[src/rtl/chunked_add_sequencer_pkg.sv]
// chunked_add_sequencer_pkg: shared defaults, FSM encoding and index-width helper
package chunked_add_sequencer_pkg;
   localparam int N_DEF = 8;
   localparam int K_DEF = 4;
   typedef enum logic [1:0] {IDLE, RUN, DONE} state_t;
   function automatic int idx_w(input int k);
      return (k > 1) ? $clog2(k) : 1;
   endfunction
endpackage

[src/rtl/chunked_add_sequencer_ripple_chunk_adder.sv]
// ripple_chunk_adder: combinational N-bit ripple adder built from full-adder cells
module full_adder (
   input  logic a_i,
   input  logic b_i,
   input  logic c_i,
   output logic s_o,
   output logic c_o
);
   assign s_o = a_i ^ b_i ^ c_i;
   assign c_o = (a_i & b_i) | (c_i & (a_i ^ b_i));
endmodule

module ripple_chunk_adder #(
   parameter int N = 8
) (
   input  logic [N-1:0] a_i,
   input  logic [N-1:0] b_i,
   input  logic         cin_i,
   output logic [N-1:0] sum_o,
   output logic         cout_o
);
   logic [N:0] c;
   assign c[0] = cin_i;
   assign cout_o = c[N];
   for (genvar i = 0; i < N; i++) begin : g_fa
      full_adder u_fa (.a_i(a_i[i]), .b_i(b_i[i]), .c_i(c[i]), .s_o(sum_o[i]), .c_o(c[i+1]));
   end
endmodule

[src/rtl/chunked_add_sequencer.sv]
// chunked_add_sequencer: W-bit add/sub computed one N-bit chunk per cycle, LSB first
module chunked_add_sequencer
   import chunked_add_sequencer_pkg::*;
#(
   parameter int N = N_DEF,
   parameter int K = K_DEF
) (
   input  logic         clk,
   input  logic         rst,
   input  logic         in_valid,
   output logic         in_ready,
   input  logic [N*K-1:0] a,
   input  logic [N*K-1:0] b,
   input  logic         sub,
   output logic         out_valid,
   input  logic         out_ready,
   output logic [N*K-1:0] sum,
   output logic         cout,
   output logic         ovf,
   output logic         busy
);
   localparam int W  = N * K;
   localparam int IW = idx_w(K);
   state_t         state_q, state_d;
   logic [IW-1:0]  idx_q, idx_d;
   logic           carry_q, carry_d, cout_q, cout_d, ovf_q, ovf_d;
   logic [W-1:0]   opa_q, opa_d, opb_q, opb_d, sum_q, sum_d;
   logic [N-1:0]   ch_sum;
   logic           ch_cout;
   ripple_chunk_adder #(.N(N)) u_add (
      .a_i   (opa_q[int'(idx_q)*N +: N]),
      .b_i   (opb_q[int'(idx_q)*N +: N]),
      .cin_i (carry_q),
      .sum_o (ch_sum),
      .cout_o(ch_cout)
   );
   assign in_ready  = state_q == IDLE;
   assign out_valid = state_q == DONE;
   assign busy      = state_q != IDLE;
   assign sum       = sum_q;
   assign cout      = cout_q;
   assign ovf       = ovf_q;
   // Next state: latch operands on acceptance, fold one chunk per RUN cycle, hold result in DONE
   always_comb begin
      state_d = state_q;
      idx_d   = idx_q;
      carry_d = carry_q;
      opa_d   = opa_q;
      opb_d   = opb_q;
      sum_d   = sum_q;
      cout_d  = cout_q;
      ovf_d   = ovf_q;
      case (state_q)
         IDLE: if (in_valid) begin
            opa_d   = a;
            opb_d   = sub ? ~b : b;
            carry_d = sub;
            idx_d   = '0;
            sum_d   = '0;
            state_d = RUN;
         end
         RUN: begin
            sum_d[int'(idx_q)*N +: N] = ch_sum;
            carry_d = ch_cout;
            idx_d   = idx_q + 1'b1;
            if (idx_q == IW'(K-1)) begin
               cout_d  = ch_cout;
               ovf_d   = (opa_q[W-1] == opb_q[W-1]) && (ch_sum[N-1] != opa_q[W-1]);
               state_d = DONE;
            end
         end
         DONE: state_d = out_ready ? IDLE : DONE;
         default: state_d = IDLE;
      endcase
   end
   // State and datapath registers with synchronous reset
   always_ff @(posedge clk) begin
      if (rst) begin
         state_q <= IDLE;
         idx_q   <= '0;
         carry_q <= 1'b0;
         opa_q   <= '0;
         opb_q   <= '0;
         sum_q   <= '0;
         cout_q  <= 1'b0;
         ovf_q   <= 1'b0;
      end else begin
         state_q <= state_d;
         idx_q   <= idx_d;
         carry_q <= carry_d;
         opa_q   <= opa_d;
         opb_q   <= opb_d;
         sum_q   <= sum_d;
         cout_q  <= cout_d;
         ovf_q   <= ovf_d;
      end
   end
endmodule

[config.mk]
export PLATFORM = sky130hd
export DESIGN_NAME = chunked_add_sequencer
export DESIGN_NICKNAME = d
export VERILOG_FILES = /design/src/rtl/chunked_add_sequencer_pkg.sv /design/src/rtl/chunked_add_sequencer_ripple_chunk_adder.sv /design/src/rtl/chunked_add_sequencer.sv
export SDC_FILE = /design/constraint.sdc
export NUM_CORES = 1
export LEC_CHECK = 0
export CAP_MARGIN = 10
export CORE_ASPECT_RATIO = 0.5
export CORE_MARGIN = 10
export CORE_UTILIZATION = 71
export CTS_BUF_LIST = sky130_fd_sc_hd__clkbuf_8
export CTS_CLUSTER_DIAMETER = 80
export DETAILED_ROUTE_END_ITERATION = 8
export DONT_BUFFER_PORTS = 1
export PLACE_DENSITY = 0.95
export SYNTH_ARGS = -nofsm -noshare
export SYNTH_HDL_FRONTEND = slang
export SYNTH_SLANG_ARGS = --single-unit
[constraint.sdc]
create_clock -name clk -period 7.1 [get_ports clk]
set_clock_uncertainty 0.05 [all_clocks]
set_input_delay 1.065 -clock clk [delete_from_list [all_inputs] [get_ports clk]]
set_output_delay 1.065 -clock clk [all_outputs]
set_load 0.01 [all_outputs]
==> results_dict.tcl, run 1 <==
set metrics [dict create \
    ys_ff_latch 103 \
    worstSkewPairLatency_ns 0.39 \
    coreArea_mm2 0.00608 \
    portBuffers 0 \
    hold_viol 0 \
    hpwlAfterDp_mm 7.75 \
    power_density_mw_per_mm2 248 \
    grt_use_met3_pct 10.7 \
    post_cts_resize_count 0 \
    startpoint_type "flip-flop" \
    synthTopCellsByArea "dfxtp_1, mux4_2, xnor2_1" \
    post-route-period-util_pct 71.3 \
    fmax_mhz 197 \
    rsz0062_at_grt "no" \
    htreeDepth 3 \
    fin_tns_setup_ns 0 \
    setup_violations 0 \
    grtUsageTotal_pct 20.7 \
    utilization_pct 76.8 \
    r2r_cells 16 \
    rows 20 \
    path_max_fanout 20 \
    routed_wl_mm 10.6 \
    worst_slew_pin_slew_ns 0.872 \
    synth_top_area_share_pct 46.1 \
    io_pins 106 \
    drtPass1Iterations 4 \
    cts.sink_count 103 \
    yosys_warnings 0 \
    syn_inst 455 \
    nets 514 \
    reg2reg_to "ovf$_SDFFE_PP0P_" \
    cts_made_buffers 9 \
    slew_viol_final 0 \
    worstSetupEndpointType "flip-flop" \
    reg2reg_from "idx_q[1]$_SDFFE_PP0P_" \
    ir_worst_vdd_uv 161 \
    grt-busiest-layer "met2" \
    postRouteAntennaNets 0 \
    hp-class "flip-flop to flip-flop" \
    final_cell_mix "dfxtp_1, nand2_1, a21oi_1" \
    cts_tree "built" \
    post_cts_buffers 0 \
    grt.met2_usage_pct 31.8 \
    power.leakage_uw 0.00160 \
    diodes 0 \
    wire_per_inst_um 20.2 \
    routed_via_density 6.10 \
    clk_path_buf_depth 2 \
    final_layout_size_suffix_gt1_share_pct 9.36 \
    gr-usage-met1_pct 24.2 \
    die_area_mm2 0.0101 \
    run_status "complete, no violations" \
    gr-total-overflow 0 \
    synth_cell_type_count 37 \
    layout_commonest_cell "dfxtp_1" \
    n_fill_cell 399 \
    fin_hold_ws_ns 0.406 \
    required_ns 7.35 \
    synth-seq-area-share_pct 46.1 \
    area_growth_syn_to_layout_pct 4.36 \
    place_area_mm2 0.00446 \
    root_buffer "clkbuf_8" \
    syn_area_per_cell_um2 9.84 \
    grt_pass1_wl_mm 16.8 \
    regArea_mm2 0.00206 \
    cap_violations 0 \
    die_x_um 132 \
    max_slew_margin_pct 41.9 \
    clk_pin_slew_ns 0.09 \
    grt_max_degree 97 \
    crit_start "idx_q[1]$_SDFFE_PP0P_" \
    first_global_vias 3222 \
    reg2reg_slack_ns 2.03 \
    critPathArrivalTime_ns 5.32 \
    initial_core_util_pct 73.6 \
    yosys.area.top_type "dfxtp_1" \
    multi_input_area_mm2 0.00219 \
    worstSetupEndpoint "ovf$_SDFFE_PP0P_" \
    cts_hold_buf 0 \
    final_cell_area_mm2 0.00467 \
    drtIter0Drc 299 \
    drc 0 \
    die_h_um 76.2 \
    vias 3210 \
    place.gp.congestion 0.872 \
    fin_crit_ns 5.07 \
    antenna_found_initial 0 \
    syn_nets 536 \
    crit_type "flip-flop to flip-flop" \
    syn-cell-area_mm2 0.00448 \
]
==> metrics by stage <==
step,total power (uW),instances,setup WS (ns)
final,1160,526,2.03
after global routing,1200,526,1.87
after CTS,1160,526,2.07
after detailed placement,790,510,2.12
after global placement,783,510,2.29
after floorplan,763,455,2.32
==> cells in the mapped netlist <==
library cell and number:
dfxtp_1 103, nand2_1 67, a21oi_1 39, nor2_1 36, a211oi_1 33, xnor2_1 32, o2bb2ai_1 30, inv_1 23
clkbuf_1 21, mux4_2 16, fa_1 8, buf_2 7, buf_1 6, ha_1 4, mux2_2 4, a22o_1 3
and3b_1 2, nand4_1 2, a21oi_2 1, a221oi_1 1, a31oi_1 1, buf_4 1, clkinv_1 1, mux2i_1 1
nand2b_1 1, nand3b_1 1, nand4b_1 1, nor2b_1 1, nor3_1 1, nor3b_2 1, nor4b_1 1, o21bai_1 1
or2_2 1, or3_1 1, or3b_1 1, or3b_2 1, or4b_1 1
==> state kept, by name, summed over array words and instances (netlist names) <==
name and flops:
state_q 2, idx_q 2, carry_q 1, opb_q 32
cout 1, sum 32, ovf 1, opa_q 32
==> per-layer routing <==
layer / wire length (um) / share of wire, %
met4: 325 / 3.1
met3: 1080 / 10
met2: 4990 / 47
met5: 0 / 0
met1: 4200 / 40
==> cell type report <==
type / instances / area share (%)
multi-input cells: 293 / 46.8
flip-flops and latches: 103 / 44.1
clock buffers: 11 / 3.24
well taps: 88 / 2.36
inverters: 24 / 1.93
clock inverters: 5 / 1.21
repair buffers: 2 / 0.321
==> report_power, final <==
group,internal (uW),switching (uW)
Sequential,608,23.6
Combinational,66.7,80.7
Clock,182,196
Total,857,300
==> worst min-delay path by stage <==
stage,to,from,cells after the start,slack (ns)
finish,opa_q[3]$_SDFFE_PP0P_,opa_q[3]$_SDFFE_PP0P_,2,0.41
floorplan,opa_q[16]$_SDFFE_PP0P_,opa_q[16]$_SDFFE_PP0P_,2,0.38
global route,opa_q[12]$_SDFFE_PP0P_,opa_q[12]$_SDFFE_PP0P_,2,0.43
detailed placement,opa_q[3]$_SDFFE_PP0P_,opa_q[3]$_SDFFE_PP0P_,2,0.39
global placement,opa_q[24]$_SDFFE_PP0P_,opa_q[24]$_SDFFE_PP0P_,2,0.38
CTS,opa_q[3]$_SDFFE_PP0P_,opa_q[3]$_SDFFE_PP0P_,2,0.40
==> cells by family (layout without fill, tap and decap cells) <==
| group | Yosys count | count (layout) | synth area share, % |
|---|---|---|---|
| DFF | 103 | 103 | 46.1 |
| AOI/OAI and AO/OA | 109 | 109 | 17.0 |
| muxes | 21 | 21 | 9.28 |
| and+or+nand+nor | 119 | 119 | 11.4 |
| adders and majority gates | 12 | 12 | 4.70 |
| xor gates and xnor gates | 32 | 32 | 6.26 |
| buffers and inverters | 59 | 42 | 5.23 |
==> critical path, stage by stage, from the launching register on <==
cell and delay, ns:
dfxtp_1 0.90, mux4_2 0.35, inv_1 0.06, fa_1 0.40, fa_1 0.39, fa_1 0.40, fa_1 0.40, fa_1 0.37
inv_1 0.07, fa_1 0.15, inv_1 0.05, fa_1 0.40, inv_1 0.10, fa_1 0.42, inv_1 0.15, a31oi_1 0.10
a211oi_1 0.21
Note: power is estimated with default switching activity, not from simulation.
==> run 2: changes to the inputs <==
--- a/config.mk
+++ b/config.mk
@@ -5,15 +5,16 @@
 export SDC_FILE = /design/constraint.sdc
 export NUM_CORES = 1
 export LEC_CHECK = 0
+export ABC_AREA = 1
 export CAP_MARGIN = 10
 export CORE_ASPECT_RATIO = 0.5
 export CORE_MARGIN = 10
-export CORE_UTILIZATION = 71
+export CORE_UTILIZATION = 60
 export CTS_BUF_LIST = sky130_fd_sc_hd__clkbuf_8
 export CTS_CLUSTER_DIAMETER = 80
 export DETAILED_ROUTE_END_ITERATION = 8
 export DONT_BUFFER_PORTS = 1
-export PLACE_DENSITY = 0.95
+export PLACE_DENSITY = 0.9
 export SYNTH_ARGS = -nofsm -noshare
 export SYNTH_HDL_FRONTEND = slang
 export SYNTH_SLANG_ARGS = --single-unit
==> constraint.sdc (replaced) <==
create_clock -name clk -period 4.4 [get_ports clk]
set_clock_uncertainty 0.05 [all_clocks]
set_input_delay 0.66 -clock clk [delete_from_list [all_inputs] [get_ports clk]]
set_output_delay 0.66 -clock clk [all_outputs]
set_load 0.01 [all_outputs]
==> run 2 against run 1 <==
Net effect: maximum frequency up 22%; global-route usage down 1.4 points; critical path depth up 5; total power up 80%; design area up 13%.
==> results_dict.tcl, run 2 <==
set metrics [dict create \
    wire_per_inst_um 15.2 \
    coreArea_mm2 0.00809 \
    cts_made_buffers 9 \
    fmax_mhz 241 \
    dpl.cell_count 797 \
    reg2reg_to "ovf$_SDFFE_PP0P_" \
    syn_area_per_cell_um2 7.08 \
    worst_slew_pin_slew_ns 0.707 \
    worstSkewPairLatency_ns 0.37 \
    hold_viol 0 \
    startpoint_type "flip-flop" \
    layout_commonest_cell "nor2_1" \
    whs_endpoint "sum[11]$_SDFFE_PP0P_" \
    synth-seq-area-share_pct 40.8 \
    power_density_mw_per_mm2 394 \
    ir_worst_vdd_uv 182 \
    place.gp.congestion 0.870 \
    synth.most_common_cell "nor2_1" \
    postRouteAntennaNets 0 \
    cts_tree "built" \
    initial_core_util_pct 62.5 \
    die_x_um 150 \
    routed_via_density 5.32 \
    first_global_vias 4095 \
    synth_top_cells_by_count "nor2_1, nand2_1, dfxtp_1" \
    area_growth_syn_to_layout_pct 4.36 \
    yosys.area.top_type "dfxtp_1" \
    gr-total-overflow 0 \
    required_ns 4.66 \
    diodes 0 \
    grt.met2_usage_pct 29.5 \
    drtPass1Iterations 5 \
    nets 778 \
    setup_violations 0 \
    power.leakage_uw 0.00213 \
    max_stage_delay_ns 0.46 \
    run_status "complete, no violations" \
    reg2reg_from "idx_q[0]$_SDFFE_PP0P_" \
    hp-class "primary input to flip-flop" \
    slew_viol_final 0 \
    synthArstFlopShare_pct 0 \
    drtIter0Drc 304 \
    portBuffers 0 \
    cts_hold_buf 0 \
    cts.sink_count 103 \
    hold_depth 1 \
    drc 0 \
    worstSetupEndpointType "flip-flop" \
    synth_cell_type_count 25 \
    reg2reg_slack_ns 0.25 \
    total_power_uw 2080 \
    clk_path_buf_depth 2 \
    rows 23 \
    ys_ff_latch 103 \
    yosys_warnings 0 \
    root_buffer "clkbuf_8" \
    io_pins 106 \
    cap_violations 0 \
    syn_nets 794 \
    clk_pin_slew_ns 0.09 \
    gr-usage-met1_pct 24.7 \
    die_h_um 84.9 \
    synth-edff-count 0 \
    routed_wl_mm 12.4 \
    grt_pass1_wl_mm 20.1 \
    grt_max_degree 91 \
    synthTopCellsByArea "dfxtp_1, nor2_1, nand2_1" \
    syn-cell-area_mm2 0.00505 \
    syn_inst 713 \
    worstPathCellList "buf_4, inv_4, nor2_1, nor2_1, a21oi_1, fa_2, fa_2, fa_2, fa_2, fa_1, inv_1, fa_1, inv_1, fa_2, inv_2, fa_2, inv_2, nand3_1, nand2_1, nor2_1, nor2_1" \
    final_cell_mix "nor2_1, nand2_1, dfxtp_1" \
    cp_common_cell "fa_2" \
    rsz0062_at_grt "no" \
    path_max_fanout 9 \
    final_layout_size_suffix_gt1_share_pct 7.26 \
    crit_type "flip-flop to flip-flop" \
    ys.flop_type "dfxtp_1" \
    r2r_cells 21 \
    min-delay-start "rst" \
    critPathArrivalTime_ns 4.40 \
    synth_top_area_share_pct 40.8 \
    htreeDepth 3 \
    stdcell_count 814 \
    antenna_found_initial 0 \
    max_slew_margin_pct 52.7 \
    grt_use_met3_pct 7.10 \
    hpwlAfterDp_mm 9.09 \
    fin_crit_ns 4.15 \
    crit_slowest_cell "fa_2" \
    grt-busiest-layer "met2" \
    die_area_mm2 0.0127 \
    grtUsageTotal_pct 19.3 \
    post-route-period-util_pct 94.2 \
    vias 4328 \
]
-- run 2: worst max-delay path: cells and delay by family, from the launching register on --
family	cells	cell delay, ns
DFF	1	0.38
and+or+nand+nor	6	0.40
adders and majority gates	8	2.72
AOI/OAI and AO/OA	1	0.07
buffers and inverters	6	0.47
-- run 2: kinds of logic after synthesis --
logic type	count (synthesis)	synth area share, %
DFF	103	40.8
xor gates and xnor gates	32	5.55
and+or+nand+nor	363	28.8
adders and majority gates	12	4.16
buffers and inverters	81	8.50
AOI/OAI and AO/OA	122	12.2
-- run 2: through the flow --
stage          area [um2]  setup slack, ns  hold WS [ns]  TNS, ns  utilization [%]
2_1_floorplan        5060           0.0171         0.374        0                -
3_3_place_gp         5040          0.00359         0.389        0             62.3
3_5_place_dp         5040          -0.0709         0.404   -0.201             62.3
4_1_cts              5250           0.0246         0.275        0             64.9
5_1_grt              5270           0.0368         0.258        0             65.2
6_report             5270            0.254         0.292        0             65.2
-- run 2: what timing repair did --
| item | CTS | global route |
|---|---|---|
| endpoints found under the setup margin | 5 | 7 |
| pin swaps | 0 | 1 |
| gates resized for setup | 4 | 11 |
| setup buffers | 0 | 1 |
| endpoints found under the hold margin | 0 | 0 |
-- run 2: final cells by class --
cell class | count | area, um2
Tap cell | 112 | 140
Clock buffer | 11 | 151
Timing Repair Buffer | 19 | 143
Multi-Input combinational cell | 529 | 2580
Sequential cell | 103 | 2070
Inverter | 35 | 141
Fill cell | 729 | 2820
Clock inverter | 5 | 50.0
-- run 2: worst max path at each step --
stage                                from                   end  cells after the start
finish              idx_q[0]$_SDFFE_PP0P_      ovf$_SDFFE_PP0P_                     21
global route        idx_q[0]$_SDFFE_PP0P_      ovf$_SDFFE_PP0P_                     21
CTS                 idx_q[0]$_SDFFE_PP0P_      ovf$_SDFFE_PP0P_                     21
detailed placement  idx_q[0]$_SDFFE_PP0P_      ovf$_SDFFE_PP0P_                     21
global placement    idx_q[0]$_SDFFE_PP0P_      ovf$_SDFFE_PP0P_                     21
floorplan           idx_q[0]$_SDFFE_PP0P_  sum[31]$_SDFFE_PP0P_                     20
-- run 2: where the power goes --
group	internal [uW]	total, uW	switching (uW)
Clock	289	598	309
Sequential	1000	1050	49.7
Combinational	165	427	263
Total	1460	2080	621
-- run 2: routing by layer --
layer / up-vias / part of all wire (%)
met5: - / 0
met4: 0 / 1.4
met2: 135 / 45
li1: 2214 / -
met1: 1965 / 44
met3: 14 / 9.5
